[config.mk]
export PLATFORM = sky130hd
export DESIGN_NAME = code_history_flat
export DESIGN_NICKNAME = d
export VERILOG_FILES = /design/src/rtl/code_history_if.sv /design/src/rtl/code_history.sv /design/src/flat_wrapper.sv
export SDC_FILE = /design/constraint.sdc
export NUM_CORES = 1
export LEC_CHECK = 0
export ABC_CLOCK_PERIOD_IN_PS = 6100
export CAP_MARGIN = 20
export CORE_UTILIZATION = 27
export DETAILED_ROUTE_END_ITERATION = 16
export PLACE_DENSITY = 0.56
export SLEW_MARGIN = 20
export SYNTH_ARGS = -nofsm -noshare
export SYNTH_HDL_FRONTEND = slang
export SYNTH_SLANG_ARGS = --single-unit
[constraint.sdc]
create_clock -name i_clk -period 6.1 [get_ports i_clk]
set_input_delay 1.22 -clock i_clk [delete_from_list [all_inputs] [get_ports i_clk]]
set_output_delay 1.22 -clock i_clk [all_outputs]
set_load 0.01 [all_outputs]
[src/rtl/code_history_if.sv]
// Capture-history bus: live code, switch and control inputs toward the buffer,
// scrolled display window and status flags back to the segment drivers.
interface code_history_if #(
  parameter int p_width = 6,
  parameter int p_depth = 8,
  parameter int p_win   = 4
);
  localparam int c_cw = $clog2(p_depth + 1);
  localparam int c_ow = ((p_depth - p_win + 1) > 1) ? $clog2(p_depth - p_win + 1) : 1;

  logic [p_width-1:0] i_val;
  logic               i_cap;
  logic               i_freeze;
  logic               i_clr;
  logic               i_up;
  logic               i_dn;
  logic [p_width-1:0] o_win [p_win];
  logic [c_cw-1:0]    o_cnt;
  logic [c_ow-1:0]    o_ofs;
  logic               o_new;
  logic               o_ovf;

  modport master (
    output i_val, i_cap, i_freeze, i_clr, i_up, i_dn,
    input  o_win, o_cnt, o_ofs, o_new, o_ovf
  );

  modport slave (
    input  i_val, i_cap, i_freeze, i_clr, i_up, i_dn,
    output o_win, o_cnt, o_ofs, o_new, o_ovf
  );
endinterface

[src/rtl/code_history.sv]
// Newest-first capture history of a display code, written on qualified edges of a
// synchronised switch, with a scrollable registered window for the segment drivers.
module code_history #(
  parameter int                 p_width = 6,
  parameter int                 p_depth = 8,
  parameter int                 p_win   = 4,
  parameter int                 p_sync  = 2,
  parameter int                 p_edge  = 0,
  parameter logic [p_width-1:0] p_blank = 6'h3F
) (
  input  logic          i_clk,
  input  logic          i_rst,
  code_history_if.slave bus
);
  localparam int c_cw  = $clog2(p_depth + 1);
  localparam int c_ow  = ((p_depth - p_win + 1) > 1) ? $clog2(p_depth - p_win + 1) : 1;
  localparam int c_wuw = $clog2(p_sync + 2);
  localparam logic [c_ow-1:0]  c_ofs_max = c_ow'(p_depth - p_win);
  localparam logic [c_cw-1:0]  c_full    = c_cw'(p_depth);
  localparam logic [c_wuw-1:0] c_wu_init = c_wuw'(p_sync + 1);

  logic [p_sync-1:0]  sync_q;
  logic               dly_q;
  logic [c_wuw-1:0]   wu_q;
  logic [p_width-1:0] ent_q [p_depth];
  logic [p_width-1:0] ent_d [p_depth];
  logic [c_cw-1:0]    cnt_q, cnt_d;
  logic [c_cw-1:0]    ocnt_q, ocnt_d;
  logic [c_ow-1:0]    ofs_q, ofs_d;
  logic               ovf_q, ovf_d;
  logic               new_q, new_d;
  logic [p_width-1:0] win_q [p_win];
  logic [p_width-1:0] win_d [p_win];
  logic               rise_s, fall_s, edge_s, evt_s;

  assign rise_s = sync_q[p_sync-1] & ~dly_q;
  assign fall_s = ~sync_q[p_sync-1] & dly_q;
  assign edge_s = (p_edge == 1) ? rise_s : (rise_s | fall_s);
  // Warm-up hides the artificial edge a switch held high through reset would produce.
  assign evt_s  = edge_s & ~bus.i_freeze & (wu_q == {c_wuw{1'b0}});

  assign bus.o_win = win_q;
  assign bus.o_cnt = ocnt_q;
  assign bus.o_ofs = ofs_q;
  assign bus.o_new = new_q;
  assign bus.o_ovf = ovf_q;

  always_comb begin
    ent_d  = ent_q;
    cnt_d  = cnt_q;
    ovf_d  = ovf_q;
    new_d  = 1'b0;
    ocnt_d = cnt_q;

    if (bus.i_up && !bus.i_dn && (ofs_q < c_ofs_max)) begin
      ofs_d = ofs_q + c_ow'(1);
    end else if (bus.i_dn && !bus.i_up && (ofs_q != {c_ow{1'b0}})) begin
      ofs_d = ofs_q - c_ow'(1);
    end else begin
      ofs_d = ofs_q;
    end

    if (evt_s) begin
      ent_d[0] = bus.i_val;
      for (int k = 1; k < p_depth; k++) begin
        ent_d[k] = ent_q[k-1];
      end
      if (cnt_q == c_full) begin
        ovf_d = 1'b1;
      end else begin
        cnt_d = cnt_q + c_cw'(1);
      end
      new_d = 1'b1;
    end else begin
      new_d = 1'b0;
    end

    // Every slot is built from the current-cycle offset and count, never from next state.
    for (int j = 0; j < p_win; j++) begin
      win_d[j] = p_blank;
      for (int k = 0; k < p_depth; k++) begin
        if ((k == (int'(ofs_q) + j)) && (k < int'(cnt_q))) begin
          win_d[j] = ent_q[k];
        end else begin
          win_d[j] = win_d[j];
        end
      end
    end

    if (bus.i_clr) begin
      for (int k = 0; k < p_depth; k++) begin
        ent_d[k] = {p_width{1'b0}};
      end
      for (int j = 0; j < p_win; j++) begin
        win_d[j] = p_blank;
      end
      cnt_d  = {c_cw{1'b0}};
      ocnt_d = {c_cw{1'b0}};
      ofs_d  = {c_ow{1'b0}};
      ovf_d  = 1'b0;
      new_d  = 1'b0;
    end else begin
      ocnt_d = cnt_q;
    end
  end

  always_ff @(posedge i_clk) begin
    if (i_rst) begin
      sync_q <= {p_sync{1'b0}};
      dly_q  <= 1'b0;
      wu_q   <= c_wu_init;
      for (int k = 0; k < p_depth; k++) begin
        ent_q[k] <= {p_width{1'b0}};
      end
      for (int j = 0; j < p_win; j++) begin
        win_q[j] <= p_blank;
      end
      cnt_q  <= {c_cw{1'b0}};
      ocnt_q <= {c_cw{1'b0}};
      ofs_q  <= {c_ow{1'b0}};
      ovf_q  <= 1'b0;
      new_q  <= 1'b0;
    end else begin
      sync_q <= {sync_q[p_sync-2:0], bus.i_cap};
      dly_q  <= sync_q[p_sync-1];
      if (wu_q != {c_wuw{1'b0}}) begin
        wu_q <= wu_q - c_wuw'(1);
      end else begin
        wu_q <= wu_q;
      end
      ent_q  <= ent_d;
      win_q  <= win_d;
      cnt_q  <= cnt_d;
      ocnt_q <= ocnt_d;
      ofs_q  <= ofs_d;
      ovf_q  <= ovf_d;
      new_q  <= new_d;
    end
  end
endmodule
[src/flat_wrapper.sv]
// flat-port wrapper written by rule: the top's interface ports become plain ports
module code_history_flat 
#(
  parameter int                 p_width = 6,
  parameter int                 p_depth = 8,
  parameter int                 p_win   = 4,
  parameter int                 p_sync  = 2,
  parameter int                 p_edge  = 0,
  parameter logic [p_width-1:0] p_blank = 6'h3F
)
  (i_clk, i_rst, bus_i_val, bus_i_cap, bus_i_freeze, bus_i_clr, bus_i_up, bus_i_dn, bus_o_win, bus_o_cnt, bus_o_ofs, bus_o_new, bus_o_ovf);
  code_history_if #(.p_width(p_width), .p_depth(p_depth), .p_win(p_win)) bus_i ();
  input  logic i_clk;
  input  logic i_rst;
  input wire logic [$bits(bus_i.i_val)-1:0] bus_i_val;
  input wire logic [$bits(bus_i.i_cap)-1:0] bus_i_cap;
  input wire logic [$bits(bus_i.i_freeze)-1:0] bus_i_freeze;
  input wire logic [$bits(bus_i.i_clr)-1:0] bus_i_clr;
  input wire logic [$bits(bus_i.i_up)-1:0] bus_i_up;
  input wire logic [$bits(bus_i.i_dn)-1:0] bus_i_dn;
  output wire logic [$bits(bus_i.o_win)-1:0] bus_o_win;
  output wire logic [$bits(bus_i.o_cnt)-1:0] bus_o_cnt;
  output wire logic [$bits(bus_i.o_ofs)-1:0] bus_o_ofs;
  output wire logic [$bits(bus_i.o_new)-1:0] bus_o_new;
  output wire logic [$bits(bus_i.o_ovf)-1:0] bus_o_ovf;
  assign bus_i.i_val = bus_i_val;
  assign bus_i.i_cap = bus_i_cap;
  assign bus_i.i_freeze = bus_i_freeze;
  assign bus_i.i_clr = bus_i_clr;
  assign bus_i.i_up = bus_i_up;
  assign bus_i.i_dn = bus_i_dn;
  assign bus_o_win = {>>{bus_i.o_win}};
  assign bus_o_cnt = bus_i.o_cnt;
  assign bus_o_ofs = bus_i.o_ofs;
  assign bus_o_new = bus_i.o_new;
  assign bus_o_ovf = bus_i.o_ovf;
  code_history #(.p_width(p_width), .p_depth(p_depth), .p_win(p_win), .p_sync(p_sync), .p_edge(p_edge), .p_blank(p_blank)) u_core (.i_clk(i_clk), .i_rst(i_rst), .bus(bus_i));
endmodule
==> metrics.md <==
| Metric | Value |
|---|---|
| Largest net degree at the start of global routing | 53 |
| Hold Path End | u_core.sync_q[1] |
| GR Overflow Total | 0 |
| Post-synth top flop | dfxtp_1 |
| Unique masters post-synth | 63 |
| Power Density | 219 mW/mm2 |
| CP Launch Type | flop |
| RePlAce Congestion | 0.974 |
| Syn nets | 640 |
| Worst Hold Class | flop to flop |
| Slew @ Worst Pin | 991 ps |
| RSZ-0062 raised after global routing | false |
| Synth area leader | dfxtp_1 |
| Clock skew | 5.90 ps |
| Max_cap viols | 0 |
| Core Area | 0.0174 mm2 |
| Slowest-stage cell, CP | dfxtp_1 |
| Hold Vio Cnt, Final | 0 |
| Drt drc | 0 |
| Post-CTS Hold Fix Bufs | 0 |
| CP Data Arrival Time | 1930 ps |
| Clk Latency, worst-skew pair | 350 ps |
| Tmin final | 3150 ps |
| Worst Reg-to-Reg Cells | 5 |
| Post-synth top cells | nand2_1, dfxtp_1, a21oi_1 |
| HPWL after DPL | 12.3 mm |
| Layout area overhead | 17.7% |
| CTS tree | built |
| DR iter-0 viols | 592 |
| EDFF count, synth | 0 |
| Syn avg cell area | 7.86 um2 |
| HP Start | u_core.sync_q[0] |
| Die W | 136 um |
| GRT Overall Usage | 19.2% |
| Leakage power total | 0.00185 uW |
| Post-synth ARST share | 0% |
| Reg clk slew, reported paths | 60 ps |
| Placed instance area | 0.00541 mm2 |
| Count leader, synth | nand2_1 |
| Max incr delay on CP | 900 ps |
| Ranking of synthesized cells by area | dfxtp_1, nand2_1, a21oi_1, o22ai_1, a22oi_1 |
| Setup TNS | 0 ps |
| R2R setup slack | 3040 ps |
| Max frequency | 317 MHz |
| Die area | 0.0185 mm2 |
| Ratio of cells with drive above 1 in the final layout | 4.60% |
| Max Transition Viols Final | 0 |
| Critical path capture point type | output pin |
| # resized after CTS | 0 |
| Synth warnings | 0 |
| Tot Pwr | 1250 uW |
| Critical path cell sequence | clkdlybuf4s50_1 |
| Number of global-route vias before repair | 4,526 |
| Final period utilization | 51.7% |
| Setup ws final | 2950 ps |
| Run status | complete, no violations |
| Drt wl/cell | 20.3 um |
| Relative slew slack | 33.9% |
| Design area | 0.00572 mm2 |
| Worst hold path cell count | 1 |
| Root buf cell | clkbuf_16 |
| Die Y | 136 um |
| Synthesized cell area | 0.00486 mm2 |
| Via Count | 4,945 |
| Max FO, Critical Path | 25 |
| Worst vdd ir | 0.145 mV |
| Ant diodes | 0 |
| First-pass GRT wire length | 26.7 mm |
| Initial antenna violation count | 0 |
| Post-CTS Setup Inserts | 0 |
| Count of input and output buffers | 45 |
| Vias per cell | 5.78 |
| # setup viols final | 0 |
| Top delay family on crit path | flip-flops |
| Synthesis-stage register bit count | 90 |
| H-tree levels | 3 |
| Nets | 650 |
| Initial Util | 27.9% |
| Reg-to-Reg End | u_core.bus.o_win[13] |
| Post-Route WL | 17.4 mm |
| Dpl ws | 2820 ps |
| Num CTS Buffers | 9 |
| Required time of the critical path | 4880 ps |
| Final ANT Viol Nets | 0 |
| CTS sink count | 90 |
| Clock buffer depth | 2 |
| Post-Syn Instances | 618 |
| Sequential fraction of the synthesis area | 37.1% |
| Std cell rows | 48 |
| I/O Pins | 46 |
| Critical path start-end classification | flop to output pin |
| Pre-antenna DRT Iters | 6 |
| Area share of the leading cell type in the synthesized netlist | 37.1% |
| CP bufs+invs | 1 |
| Reg-to-reg startpoint | u_core.bus.o_ofs[2] |
## layout make-up
| cell class | instances | area (um2) |
|---|---|---|
| Sequential cell | 90 | 1800 |
| Fill cell | 1829 | 11700 |
| Multi-Input combinational cell | 469 | 2810 |
| Clock buffer | 11 | 243 |
| Timing Repair Buffer | 49 | 480 |
| Inverter | 9 | 33.8 |
| Tap cell | 225 | 282 |
| Clock inverter | 3 | 65.1 |
## power by group
group          switching [uW]  internal [uW]  total, uW
sequential               5.84            592        598
combinational            40.4           25.6       66.0
clock                     221            365        586
## worst register-to-register path, delay by kind of cell, from the launching register on
family	cells	cell delay [ps]
flops	1	900
fa+ha+maj	1	740
compound gates	2	480
simple gates	1	400
buf+inv	1	370
## state kept, by name, summed over array words and instances (netlist names)
signal / cells
u_core.ent_q: 48
u_core.sync_q: 2
u_core.bus.o_cnt: 4
u_core.bus.o_win: 24
u_core.cnt_q: 4
u_core.dly_q: 1
u_core.bus.o_ofs: 3
u_core.bus.o_ovf: 1
u_core.bus.o_new: 1
u_core.wu_q: 2
## worst max-delay path by stage
stage | from | to | depth (start not counted)
finish | u_core.bus.o_ofs[2] | bus_o_ofs[2] | 1
global route | u_core.bus.o_ofs[2] | bus_o_ofs[2] | 1
CTS | u_core.bus.o_ofs[2] | bus_o_ofs[2] | 1
detailed placement | i_rst | u_core.bus.o_win[4] | 5
global placement | i_rst | u_core.bus.o_win[4] | 5
floorplan | bus_i_up | u_core.bus.o_ofs[1] | 8
## metal layers
metal / part of all wire, % / routed length (um) / vias to the layer above / track usage, %
met5: 0 / 0 / - / 0
met4: 2.9 / 503 / 0 / 8.40
met3: 9.0 / 1560 / 46 / 3.84
met2: 45 / 7820 / 261 / 29.4
met1: 43 / 7510 / 2328 / 25.9
li1: - / - / 2310 / -
## cell usage in the layout (no fill, tap or decap), drive strengths merged, types with 4 or more instances in the layout
cell / synthesis / layout
o211ai: 5 / 5
nand3: 17 / 17
nand2: 124 / 124
clkbuf: 28 / 11
nand2b: 8 / 8
and3: 4 / 4
nor2b: 11 / 11
and2: 5 / 5
or3: 10 / 10
a32oi: 5 / 5
xor2: 4 / 4
o21a: 7 / 7
clkdlybuf4s50: 0 / 45
o41ai: 5 / 5
a21oi: 64 / 64
o32ai: 11 / 11
o22ai: 23 / 23
nor2: 22 / 22
inv: 9 / 9
nor4: 8 / 8
a221oi: 6 / 6
ha: 8 / 8
buf: 22 / 4
nand3b: 7 / 7
nor3: 21 / 21
a22o: 4 / 4
o31ai: 6 / 6
o221ai: 12 / 12
a22oi: 15 / 15
or3b: 4 / 4
o2111ai: 10 / 10
a21o: 7 / 7
dfxtp: 90 / 90
## cell families after synthesis
family	count (synthesis)	synth area share, %
simple gates	253	25.1
buf+inv	59	5.05
fa+ha+maj	9	2.47
compound gates	200	29.0
xor+xnor	5	0.902
flops	90	37.1
mux	2	0.412
## per-stage QoR
stage	instances	util [%]	hold WS, ps
after global routing	856	32.8	458
after detailed placement	842	31.0	438
after CTS	856	32.8	452
final	856	32.8	444
after global placement	842	31.0	419
after floorplan	618	-	414
Note: power is estimated with default switching activity, not from simulation.
